===== src/rtl/memory_rdata_demux_pkg.sv =====
// Types and helpers for the memory read-return path. Shared by the tag
// pipeline and by the return demultiplexer.
package memory_pkg;

  localparam int unsigned MAX_PORTS = 16;

  typedef logic [3:0] port_idx_t;

  typedef struct packed {
    logic      valid;
    port_idx_t idx;
  } rtag_t;

  function automatic port_idx_t lowest_set_index(input logic [MAX_PORTS-1:0] vec);
    port_idx_t idx;
    logic      found;
    idx   = '0;
    found = 1'b0;
    for (int unsigned i = 0; i < MAX_PORTS; i++) begin
      if (vec[i] && !found) begin
        idx   = port_idx_t'(i);
        found = 1'b1;
      end
    end
    return idx;
  endfunction

endpackage


===== src/rtl/memory_rdata_demux_rtag_pipe.sv =====
// Fixed-depth shift register of read tags. It never stalls and clears
// synchronously on an active-low reset.
module rtag_pipe
  import memory_pkg::*;
#(
  parameter int unsigned Depth = 1
) (
  input  logic  clk,
  input  logic  rst_n,
  input  rtag_t tag_in,
  output rtag_t tag_out,
  output logic  any_valid
);

  rtag_t stage_q [Depth];
  rtag_t stage_d [Depth];

  always_comb begin
    stage_d[0] = tag_in;
    for (int unsigned i = 1; i < Depth; i++) begin
      stage_d[i] = stage_q[i-1];
    end
  end

  always_ff @(posedge clk) begin
    if (!rst_n) begin
      for (int unsigned i = 0; i < Depth; i++) begin
        stage_q[i] <= '0;
      end
    end else begin
      for (int unsigned i = 0; i < Depth; i++) begin
        stage_q[i] <= stage_d[i];
      end
    end
  end

  always_comb begin
    any_valid = 1'b0;
    for (int unsigned i = 0; i < Depth; i++) begin
      any_valid = any_valid | stage_q[i].valid;
    end
  end

  assign tag_out = stage_q[Depth-1];

endmodule


===== src/rtl/memory_rdata_demux.sv =====
// Routes fixed-latency memory read data back to the requester that issued
// each read. Each output is a packed {valid, data} bundle.
module memory_rdata_demux
  import memory_pkg::*;
#(
  parameter int unsigned ParamNumPorts    = 1,
  parameter int unsigned DataWidth        = 32,
  parameter int unsigned ParamReadLatency = 1
) (
  input  logic                 clk,
  input  logic                 rst_n,
  input  logic [15:0]          rd_req,
  input  logic [DataWidth-1:0] mem_rdata,
  output logic [DataWidth:0]   output0,
  output logic [DataWidth:0]   output1,
  output logic [DataWidth:0]   output2,
  output logic [DataWidth:0]   output3,
  output logic [DataWidth:0]   output4,
  output logic [DataWidth:0]   output5,
  output logic [DataWidth:0]   output6,
  output logic [DataWidth:0]   output7,
  output logic [DataWidth:0]   output8,
  output logic [DataWidth:0]   output9,
  output logic [DataWidth:0]   output10,
  output logic [DataWidth:0]   output11,
  output logic [DataWidth:0]   output12,
  output logic [DataWidth:0]   output13,
  output logic [DataWidth:0]   output14,
  output logic [DataWidth:0]   output15,
  output logic                 busy,
  output logic                 collision
);

  logic [MAX_PORTS-1:0] port_mask;
  logic [MAX_PORTS-1:0] req_m;
  rtag_t                issue_tag;
  rtag_t                ret_tag;

  logic                 collision_q, collision_d;
  logic [MAX_PORTS-1:0] rtn_valid_q, rtn_valid_d;
  logic [DataWidth-1:0] rtn_data_q [MAX_PORTS];
  logic [DataWidth-1:0] rtn_data_d [MAX_PORTS];
  logic [DataWidth:0]   out_bus    [MAX_PORTS];

  always_comb begin
    port_mask = '0;
    for (int unsigned i = 0; i < MAX_PORTS; i++) begin
      port_mask[i] = (i < ParamNumPorts);
    end
  end

  assign req_m           = rd_req & port_mask;
  assign issue_tag.valid = |req_m;
  assign issue_tag.idx   = lowest_set_index(req_m);

  rtag_pipe #(
    .Depth(ParamReadLatency)
  ) u_rtag_pipe (
    .clk      (clk),
    .rst_n    (rst_n),
    .tag_in   (issue_tag),
    .tag_out  (ret_tag),
    .any_valid(busy)
  );

  // Clearing the lowest set bit leaves a nonzero value only for multi-hot requests.
  assign collision_d = collision_q | ((req_m & (req_m - 16'd1)) != '0);

  always_comb begin
    rtn_valid_d = '0;
    rtn_data_d  = rtn_data_q;
    if (ret_tag.valid) begin
      rtn_valid_d[ret_tag.idx] = 1'b1;
      rtn_data_d[ret_tag.idx]  = mem_rdata;
    end
  end

  always_ff @(posedge clk) begin
    if (!rst_n) begin
      collision_q <= 1'b0;
      rtn_valid_q <= '0;
      for (int unsigned i = 0; i < MAX_PORTS; i++) begin
        rtn_data_q[i] <= '0;
      end
    end else begin
      collision_q <= collision_d;
      rtn_valid_q <= rtn_valid_d;
      for (int unsigned i = 0; i < MAX_PORTS; i++) begin
        rtn_data_q[i] <= rtn_data_d[i];
      end
    end
  end

  always_comb begin
    for (int unsigned i = 0; i < MAX_PORTS; i++) begin
      out_bus[i] = port_mask[i] ? {rtn_valid_q[i], rtn_data_q[i]} : '0;
    end
  end

  assign collision = collision_q;
  assign output0   = out_bus[0];
  assign output1   = out_bus[1];
  assign output2   = out_bus[2];
  assign output3   = out_bus[3];
  assign output4   = out_bus[4];
  assign output5   = out_bus[5];
  assign output6   = out_bus[6];
  assign output7   = out_bus[7];
  assign output8   = out_bus[8];
  assign output9   = out_bus[9];
  assign output10  = out_bus[10];
  assign output11  = out_bus[11];
  assign output12  = out_bus[12];
  assign output13  = out_bus[13];
  assign output14  = out_bus[14];
  assign output15  = out_bus[15];

endmodule


===== config.mk =====
export PLATFORM = sky130hd
export DESIGN_NAME = memory_rdata_demux
export DESIGN_NICKNAME = d
export VERILOG_FILES = /design/src/rtl/memory_rdata_demux_pkg.sv /design/src/rtl/memory_rdata_demux_rtag_pipe.sv /design/src/rtl/memory_rdata_demux.sv
export SDC_FILE = /design/constraint.sdc
export NUM_CORES = 1
export LEC_CHECK = 0
export ABC_AREA = 1
export BUFFER_PORTS_ARGS = -buffer_cell sky130_fd_sc_hd__clkbuf_2
export CAP_MARGIN = 20
export CORE_AREA = 2 2 225 227
export DETAILED_ROUTE_END_ITERATION = 16
export DIE_AREA = 0 0 227 229
export PLACE_DENSITY = 0.32
export SETUP_SLACK_MARGIN = 0.2
export SLEW_MARGIN = 15
export SYNTH_ARGS = -nofsm -noshare
export SYNTH_HDL_FRONTEND = slang
export SYNTH_HIERARCHICAL = 1
export SYNTH_SLANG_ARGS = --single-unit

===== constraint.sdc =====
create_clock -name clk -period 1.05 [get_ports clk]
set_input_delay 0.105 -clock clk [delete_from_list [all_inputs] [get_ports clk]]
set_output_delay 0.105 -clock clk [all_outputs]
set_load 0.005 [all_outputs]

==> metrics <==
TritonCTS Buffers 5; clock network fraction of design power 42.1%; Required @ worst endpoint 1.27 ns; Leakage 0.003268 uW; Pwr Total 4757 uW; worst min path class in -> reg; Reg power frac 33.0%; mux contribution to synthesized area 0%; Worst R2R Setup Slack -0.07 ns; synthesized area 5563 um2; Crit path arrival time 1.34 ns; num ports 580; XOR/XNOR share of the synthesized area 0%; worst-path cell chain nor2_4, buf_12, nand4_1, nand2_1, nor2_1; row count 82; final setup fails 32; CP endpoint kind register; Cell Area, Placed 5044 um2; area grow syn2layout -0.6298%; Die Y 229 um; fmax 894.8 MHz; post-layout utilization of the core 11.13%; Final Non-Filler Cells 1547; DR vias/cell 2.033; WS Path Type reg -> reg; Core ar. 49660 um2; slowest CP cell dfxtp_2; Critical Path Source Type register; Psw 1737 uW; antenna cells 0; Max-Cap Viols 0; vias in the first global route 2052; worst setup margin -0.06758 ns; GRT Resource Usage Total 3.786%; complex-gate fraction of the synthesized area 0%; main combinational cell family by area after synthesis buffers and inverters; RSZ-0062 raised after global routing true; power per standard cell area 860.5 nW/um2; Initial Utilization 11.20%; Avg WL per Cell 7.218 um; clock latency on the worst-skew pair 0.32 ns; global-route wire length before repair 13110 um; status complete, but fails checks; largest cells by area after synthesis buf_4 67%, dfxtp_1 14%, inv_1 6.8%; via total after detailed routing 3145; Slew Limit Fails 0; post-synth top area share 67.07%; Crit Path Max Fanout 13; failing checks setup timing; dpl hpwl 8473 um; GR Overflow Total 0; placed cells 1529; Finished Cell Area 5528 um2; number of fill cells in the layout 5827; most frequent cells in the layout 500 x conb_1, 100 x inv_1, 64 x nand2_1, 51 x clkbuf_2, 33 x dfxtp_2; DRC viols 0; Post-Synth Adder-Cell Area 0%; I/O Buffers 68; Reg clk slew, reported paths 0.08 ns; skew final 0.004797 ns; initial antenna violation count 0; most common cell after layout, fill and taps aside conb_1; Starting DRT DRC Count 38; Max VDD drop 0.7960 mV; Sw Share 36.51%; Clock Path Buffers 2; layout cell share with drive strength beyond 1 16.46%; Fin. Hold Viols 0; Internal Dissipation 3020 uW; Final Wtd Congestion 0.5775; Mapped Cells 792; largest net degree at the start of global routing 39; Top delay family on crit path simple AND/OR/NAND/NOR gates; Die ar. 51980 um2; die width 227 um; post-synthesis simple-gate area fraction 11.07%; Clock Sinks 38; mean post-synth cell area 7.024 um2; sequential element share of the synthesized area 13.68%; post-synthesis register bit count 38; fin nets 924; CTS HTree Levels 2; synth warn 6; Combinational Power Share 25.0%; routed wire length 11170 um; ANT nets after route 0; Root Buffer clkbuf_16; CTS tree built; final worst path period share 106.4%; crit path time final 1.118 ns; Distinct cells, synth 13; First-pass DRT Iterations 4; Max stage delay on crit path 0.33 ns; CP Buf/Inv Count 1; area leader, netlist buf_4
sequential cells by signal, summed over array words and instances, names as in the netlist:
signal and cells:
rtn_valid_q 1, u_rtag_pipe/stage_q 5, output0 32
kinds of logic after synthesis:
kind of cell / after synthesis
flops: 38
other cells: 1
buf+inv: 616
simple gates: 137
Yosys cell counts, drive strengths merged:
| cell | instances |
|---|---|
| nand2 | 69 |
| nand4 | 32 |
| nor2 | 35 |
| conb | 1 |
| dfxtp | 38 |
| clkbuf | 5 |
| inv | 102 |
| nand3 | 1 |
| buf | 509 |
layout make-up:
cell class / instances / area (um2) / area share (%)
Multi-Input combinational cell: 637 / 2517 / 45.54
Tap cell: 672 / 840.8 / 15.21
Timing Repair Buffer: 90 / 812.0 / 14.69
Sequential cell: 38 / 809.5 / 14.64
Inverter: 102 / 382.9 / 6.926
Clock buffer: 5 / 125.1 / 2.263
Clock inverter: 3 / 40.04 / 0.7243
power groups by stage:
stage                     registers (uW)  logic [uW]  clock network, uW
after floorplan                     1590        2040                  0
final                               1570        1190               2000
after global placement              1590        1050                  0
after global routing                1580        1400               2190
after detailed placement            1590        1050                  0
after CTS                           1570        1120               2190
timing repair:
action / in CTS / in global routing
gates resized for setup: 38 / 42
setup buffers: 5 / 3
pin swaps: 2 / 0
gates cloned: 1 / 0
endpoints found under the hold margin: 1 / 0
setup endpoints to repair: 67 / 67
hold buffers: 1 / 0
worst register-to-register path: cells and delay by family (launching register included):
kind,cells,cell delay (ns)
flip-flops,1,0.33
AND/OR/NAND/NOR,4,0.50
buffers and inverters,1,0.18
per-layer routing:
layer	part of all wire (%)	up-vias	GRT usage (%)
met5	0	-	0
met4	2.1	0	2.083
met3	11	8	1.424
met2	53	261	6.470
met1	35	1382	3.993
li1	-	1494	-
final timing paths:
check / startpoint / endpoint / cells past startpoint
hold reg to reg: output0[5] / output0[5] / 4
hold / removal: mem_rdata[19] / output0[19] / 5
setup / recovery: u_rtag_pipe/stage_q[0][2] / output0[3] / 5
setup reg to reg: u_rtag_pipe/stage_q[0][2] / output0[3] / 5
stage by stage:
step	hold WS, ns	TNS, ns	setup slack (ns)
after global placement	0.2987	-1.679	-0.09241
after floorplan	0.1984	0	0.06180
after detailed placement	0.2974	-2.402	-0.1179
after CTS	0.07647	-1.889	-0.08047
final	0.1019	-1.370	-0.06758
after global routing	0.1058	-4.310	-0.1658
Note: power is estimated with default switching activity, not from simulation.
